===== config.mk =====
export PLATFORM = sky130hd
export DESIGN_NAME = bus_src_fifo
export DESIGN_NICKNAME = d
export VERILOG_FILES = /design/src/rtl/bus_src_fifo.sv
export SDC_FILE = /design/constraint.sdc
export NUM_CORES = 1
export LEC_CHECK = 0
export ABC_AREA = 1
export CAP_MARGIN = 20
export CORE_MARGIN = 2
export CORE_UTILIZATION = 29
export DETAILED_ROUTE_END_ITERATION = 6
export GPL_TIMING_DRIVEN = 0
export PLACE_DENSITY = 0.44
export SYNTH_ARGS = -nofsm -noshare
export SYNTH_HDL_FRONTEND = slang
export SYNTH_SLANG_ARGS = --single-unit

===== constraint.sdc =====
create_clock -name clk -period 2.45 [get_ports clk]
set_input_delay 0.49 -clock clk [delete_from_list [all_inputs] [get_ports clk]]
set_output_delay 0.49 -clock clk [all_outputs]
set_load 0.02 [all_outputs]

===== src/rtl/bus_src_fifo.sv =====
`default_nettype none
// ============================================================================
//  Module      : bus_src_fifo
//  Description : First-word-fall-through source FIFO feeding one port of the
//                bus arbiter. The head packet is presented on D_pop with
//                pndng, and the arbiter dequeues it with pop. A sticky
//                underflow flag records any pop seen while empty.
//                Optional feature macro: BUS_SRC_FIFO_OVFL_CNT_EN adds an
//                8-bit saturating count of dropped (overflowing) writes.
//  Revision    : 1.0 - initial release
// ============================================================================
module bus_src_fifo #(
  parameter int pckg_sz = 16,
  parameter int depth   = 8
) (
  input  logic                       clk,
  input  logic                       reset,
  input  logic                       wr_en,
  input  logic [pckg_sz-1:0]         wr_data,
  output logic                       full,
  input  logic                       pop,
  output logic                       pndng,
  output logic [pckg_sz-1:0]         D_pop,
  output logic [$clog2(depth+1)-1:0] count,
`ifdef BUS_SRC_FIFO_OVFL_CNT_EN
  output logic [7:0]                 ovfl_cnt,
`endif
  output logic                       undf
);

  localparam int AW = (depth > 1) ? $clog2(depth) : 1;
  localparam int CW = $clog2(depth+1);
  localparam logic [CW-1:0] c_depth = CW'(depth);
  localparam logic [CW-1:0] c_one   = CW'(1);
  localparam logic [AW-1:0] c_ptr1  = AW'(1);

  logic [pckg_sz-1:0] r_mem [depth];
  logic [AW-1:0]      r_rdptr;
  logic [AW-1:0]      r_wrptr;
  logic [CW-1:0]      r_count;
  logic               r_undf;

  logic w_empty;
  logic w_full;
  logic w_pop_ok;
  logic w_wr_ok;
  logic w_undf_set;
  logic w_drop;

  // Status is a pure function of the occupancy register, so the arbiter never
  // sees a combinational path from wr_en or pop.
  always_comb begin
    w_empty    = (r_count == '0);
    w_full     = (r_count == c_depth);
    // A pop is honoured whenever something is stored; at full this frees the
    // slot that a same-cycle write then takes.
    w_pop_ok   = pop && !w_empty;
    w_wr_ok    = wr_en && (!w_full || w_pop_ok);
    // A pop paired with a write on an empty FIFO is not an underflow.
    w_undf_set = pop && w_empty && !wr_en;
    w_drop     = wr_en && w_full && !pop;
  end

  // Storage array: written only on an accepted write, never reset.
  always_ff @(posedge clk) begin
    if (w_wr_ok) begin
      r_mem[r_wrptr] <= wr_data;
    end
  end

  // Pointers, occupancy and sticky underflow flag.
  always_ff @(posedge clk or negedge reset) begin
    if (!reset) begin
      r_rdptr <= '0;
      r_wrptr <= '0;
      r_count <= '0;
      r_undf  <= 1'b0;
    end else begin
      if (w_wr_ok) begin
        r_wrptr <= r_wrptr + c_ptr1;
      end
      if (w_pop_ok) begin
        r_rdptr <= r_rdptr + c_ptr1;
      end
      case ({w_wr_ok, w_pop_ok})
        2'b10:   r_count <= r_count + c_one;
        2'b01:   r_count <= r_count - c_one;
        default: r_count <= r_count;
      endcase
      if (w_undf_set) begin
        r_undf <= 1'b1;
      end
    end
  end

`ifdef BUS_SRC_FIFO_OVFL_CNT_EN
  logic [7:0] r_ovfl_cnt;

  // Saturating count of writes discarded because the FIFO was full.
  always_ff @(posedge clk or negedge reset) begin
    if (!reset) begin
      r_ovfl_cnt <= 8'd0;
    end else if (w_drop && (r_ovfl_cnt != 8'hFF)) begin
      r_ovfl_cnt <= r_ovfl_cnt + 8'd1;
    end
  end

  assign ovfl_cnt = r_ovfl_cnt;
`else
  logic w_drop_unused;
  assign w_drop_unused = w_drop;
`endif

  // Head is forced to zero when empty so stale array contents never leak out.
  always_comb begin
    D_pop = w_empty ? '0 : r_mem[r_rdptr];
  end

  assign full  = w_full;
  assign pndng = !w_empty;
  assign count = r_count;
  assign undf  = r_undf;

endmodule
`default_nettype wire


# Word level (Yosys, flattened, before mapping)
# Memories as Yosys holds them, arrays and structs flattened.
# Cells that the tools add are included.
# classes
mux,4
n_reduce_logical,10
eq_ne,3
add_sub_neg,4
# op_table
operator,count
16-bit 2-to-1 mux,1
4-bit case mux with 2 select lines,1
3-bit by 1-bit adder with 3-bit output (second input constant),2
4-bit by 1-bit adder with 4-bit output (second input constant),1
4-bit == test (second input constant),1
1-bit logical AND,4
4-bit zero test,1
4-bit by 1-bit subtractor with 4-bit output (second input constant),1
1-bit zero test,3
2-bit by 1-bit == test with 1-bit output (second input constant),1
2-bit == test (second input constant),1
1-bit 2-to-1 mux,2
2-bit nonzero test,1
1-bit logical OR,1
# word_totals
mem_count,1
ramBits,128
inputBits,20
reg_bits,11
# mem_list
name,depth,width,read_ports,rd_clocked_by_memory_dff,wr,line,rtl
r_mem,8,16,1,0,1,37,logic [pckg_sz-1:0] r_mem [depth];

# Logic depth before layout (Yosys ltp)
# logic_depth
word_depth,7
mapped_depth,13

# Worst setup path after synthesis
# Ideal clock, no wire load.
# synth_timing
kind,register -> register
start,"register r_count[2], in the netlist count[2]"
end,memory r_mem[0][0] (enable)
setup_ns,0.388
period_less_slack_ns,2.178
path_buffers,0
path_slack_ns,0.272
arrival_ns,1.790
path_stages_with_launch,6
cell_sequence,dfrtp_1 inv_1 nand4_1 nand2_1 or2_4 nor2_1
# synth_via
elab_chain_cells,7
# synth_rtl
element,line,rtl
from (decl),40,logic [CW-1:0] r_count;
from (signal assigned),86,2'b10: r_count <= r_count + c_one;
from (signal assigned),87,2'b01: r_count <= r_count - c_one;
from (signal assigned),88,default: r_count <= r_count;
4-bit zero test,53,w_empty = (r_count == '0);
1-bit zero test,57,w_pop_ok = pop && !w_empty;
1-bit logical AND,57,
1-bit logical OR *,58,w_wr_ok = wr_en && (!w_full || w_pop_ok);
1-bit logical AND *,58,
1-bit 2-to-1 mux *,66,if (w_wr_ok) begin
1-bit 2-to-1 mux (not written as such) *,67,r_mem[r_wrptr] <= wr_data;
to (decl),37,
# Mark *: on every way between the ends. The rest lies on a longest branch, timed or not.

# Worst setup path in the final report
# layout_timing
start,register r_rdptr[2]
end,output D_pop[13]
# layout_via
elab_chain_cells,2
# layout_rtl
element,line,rtl
from (decl),38,logic [AW-1:0] r_rdptr;
from (signal assigned),83,r_rdptr <= r_rdptr + c_ptr1;
memory 8 x 16 bit,--,
16-bit 2-to-1 mux,116,D_pop = w_empty ? '0 : r_mem[r_rdptr];
to (decl),23,"output logic [pckg_sz-1:0] D_pop,"
# No other way between the ends.

==> flow_summary.json <==
{
  "outcome": "finished clean",
  "antenna_found_initial": 0,
  "grt-ovfl-total": 0,
  "reg2regPathDepth": 12,
  "fin_setup_tns_ns": 0,
  "rsz0062_at_grt": "true",
  "synth_compound_area_share_pct": 10.0,
  "ys_warn_count": 0,
  "cap_violations": 0,
  "track_usage_pct": 15.2,
  "crit_type": "register to output pin",
  "synth_flop_cell": "edfxtp_1",
  "synth_area_um2": 5720,
  "final_max_slew_viol_count": 0,
  "synth_xor_area_share_pct": 0.918,
  "portBuffers": 42,
  "layout_common_cells": "128 x edfxtp_1, 112 x nor2_1, 43 x o21ai_0",
  "internal-power_w": 0.00585,
  "power.leakage_nw": 2.58,
  "r2r_slack_ns": 0.26,
  "hold_ws_ns": 0.431,
  "pin_count": 43,
  "ant_nets": 0,
  "synthMuxAreaShare_pct": 0,
  "ctsHtreeMaxLevel": 4,
  "setup_violations": 0,
  "initial_core_util_pct": 29.5,
  "synth_top_area_share_pct": 67.2,
  "critical_path_required_ns": 1.96,
  "gp_congestion": 0.727,
  "via_count": 3703,
  "grt_max_degree": 17,
  "synth-simple-area-share_pct": 11.7,
  "viasPerCell": 4.55,
  "synth_nets": 488,
  "drive_gt1_share_pct": 17.5,
  "hold_viol": 0,
  "crit_fanout": 10,
  "dp_hpwl_um": 9880,
  "dp_cells": 778,
  "async_reset_ff_share_pct": 7.91,
  "core_area_um2": 19400,
  "worstReg2RegStart": "count[1]$_DFFE_PN0P_",
  "critPathArrivalTime_ns": 1.86,
  "worstMarginPinSlew_ns": 0.642,
  "clk_path_buf_depth": 2,
  "drc": 0,
  "synth_area_leaders": "edfxtp_1 67%, nor2_1 8.1%, dfrtp_1 4.8%",
  "clock_latency_ns": 0.42,
  "clk_pin_slew_worst_paths_ns": 0.06,
  "slew_headroom_pct": 57.2,
  "critPathLaunch": "r_rdptr[2]$_DFFE_PN0P_",
  "end_kind": "output pin",
  "fin_nets": 562,
  "syn_inst": 463,
  "cp-start-kind": "register",
  "layout_commonest_cell": "edfxtp_1",
  "synth_edf_count": 128,
  "r2r-end": "count[2]$_DFFE_PN0P_",
  "power.switching_w": 0.00360,
  "yosys.area.top_type": "edfxtp_1",
  "wl_um": 14900,
  "first_global_vias": 3664,
  "syn_area_per_cell_um2": 12.4,
  "antenna_cells": 0,
  "crit_path_end": "D_pop[13]",
  "syn_to_final_growth_pct": 26.1,
  "ir_drop_mv": 0.478,
  "switching_share_pct": 38.1,
  "timing.fmax_mhz": 425,
  "synth_cell_types": 27,
  "hp-class": "input pin to async pin",
  "layout_min_cycle_time_ns": 2.35,
  "grt_pass1_wl_um": 22200,
  "first_pass_iters": 5,
  "skew_ns": 0.00853,
  "avgRoutedWirePerCell_um": 18.3,
  "cts_tree": "yes",
  "synth_adder_area_share_pct": 1.09,
  "seqPwrFrac_pct": 33.2,
  "p_comb_share_pct": 42.8,
  "cellPowerDensity_nw_per_um2": 1310,
  "clkSinkCount": 139,
  "pwr-share-clk_pct": 24.0,
  "ys_seq_area_share_pct": 72.0,
  "die_x_um": 144,
  "row_count": 51,
  "die_y_um": 144,
  "die-area_um2": 20900,
  "synth-seq-cells": 139,
  "layout.cells.non_filler": 814,
  "synth_top_family_by_area": "simple AND/OR/NAND/NOR gates",
  "numCtsBuffers": 17,
  "period_share_pct": 96.0,
  "first_iter_violations": 301,
  "cts_root_buffer": "clkbuf_16"
}
-- worst max-delay path: stages, from the launching register on --
cell and delay, ns:
dfrtp_1 0.31, clkbuf_1 0.26, clkbuf_2 0.38, o211ai_1 0.16, nand2_1 0.12, nor2_2 0.05
buf_4 0.15
-- worst min-delay path by stage --
stage | startpoint | to | slack [ns] | cells past startpoint
6_report | reset | r_wrptr[0]$_DFFE_PN0P_ | 0.43 | 1
5_1_grt | reset | count[3]$_DFFE_PN0P_ | 0.46 | 1
4_1_cts | reset | count[3]$_DFFE_PN0P_ | 0.43 | 1
3_5_place_dp | undf$_DFFE_PN0P_ | undf$_DFFE_PN0P_ | 0.47 | 2
3_3_place_gp | undf$_DFFE_PN0P_ | undf$_DFFE_PN0P_ | 0.45 | 2
2_1_floorplan | reset | count[0]$_DFFE_PN0P_ | 0.19 | 0
-- synthesized netlist by cell type, types with 2 or more instances --
master and number:
buf_2 5, buf_4 4, buf_6 10, clkbuf_1 4, clkbuf_2 2, dfrtp_1 11
edfxtp_1 128, ha_1 5, inv_1 12, inv_2 3, nand2_1 39, nand3_1 3
nor2_1 123, o211ai_1 16, o21ai_0 43, o21ai_1 25, o22ai_1 16, xnor2_1 3
xor2_1 3
-- final cells by class --
class	count	area [um2]
multi-input combinational	284	1390
clock inverter	12	82.6
clock buffer	19	433
inverter	15	58.8
buffer	25	273
tap	265	332
sequential	139	4120
timing repair buffer	55	527
fill	1919	12200
-- power by group through the flow --
| stage | Combinational [W] | Sequential, W | Clock, W |
|---|---|---|---|
| 6_report | 0.00405 | 0.00313 | 0.00227 |
| 2_1_floorplan | 0.00232 | 0.00318 | 0 |
| 5_1_grt | 0.00445 | 0.00317 | 0.00241 |
| 3_3_place_gp | 0.00392 | 0.00318 | 0 |
| 3_5_place_dp | 0.00406 | 0.00317 | 0 |
| 4_1_cts | 0.00405 | 0.00313 | 0.00231 |
-- per-layer routing --
layer / track usage (%) / vias to the layer above / share of wire, %
met3: 3.11 / 21 / 3.4
li1: - / 1800 / -
met2: 24.6 / 82 / 48
met1: 20.1 / 1800 / 47
met5: 0 / - / 0
met4: 5.83 / 0 / 1.9
-- timing repair --
action | in CTS | in global routing
endpoints found under the setup margin | 17 | 15
gates resized for setup | 76 | 28
endpoints found under the hold margin | 0 | 0
pin swaps | 1 | 1
buffers inserted | 3 | 2
hold buffers | 0 | 0
-- logic make-up after synthesis --
group	Yosys count
xor+xnor	6
buf+inv	40
compound gates	102
simple gates	171
fa+ha+maj	5
flops	139
-- state kept, by name, summed over array words and instances, names as in the netlist --
signal and cells:
r_mem 128, count 4, r_rdptr 3, r_wrptr 3
undf 1
-- stage by stage --
step	util, %	total power (W)	worst slack (ns)	cell area (um2)
floorplan	-	0.00550	0.272	5720
global placement	33.4	0.00710	-0.999	6470
detailed placement	34.1	0.00724	-0.357	6620
CTS	37.1	0.00949	-0.00372	7190
global route	37.2	0.0100	-0.00850	7220
finish	37.2	0.00945	0.0989	7220
Power figures use the tool's default switching activity.
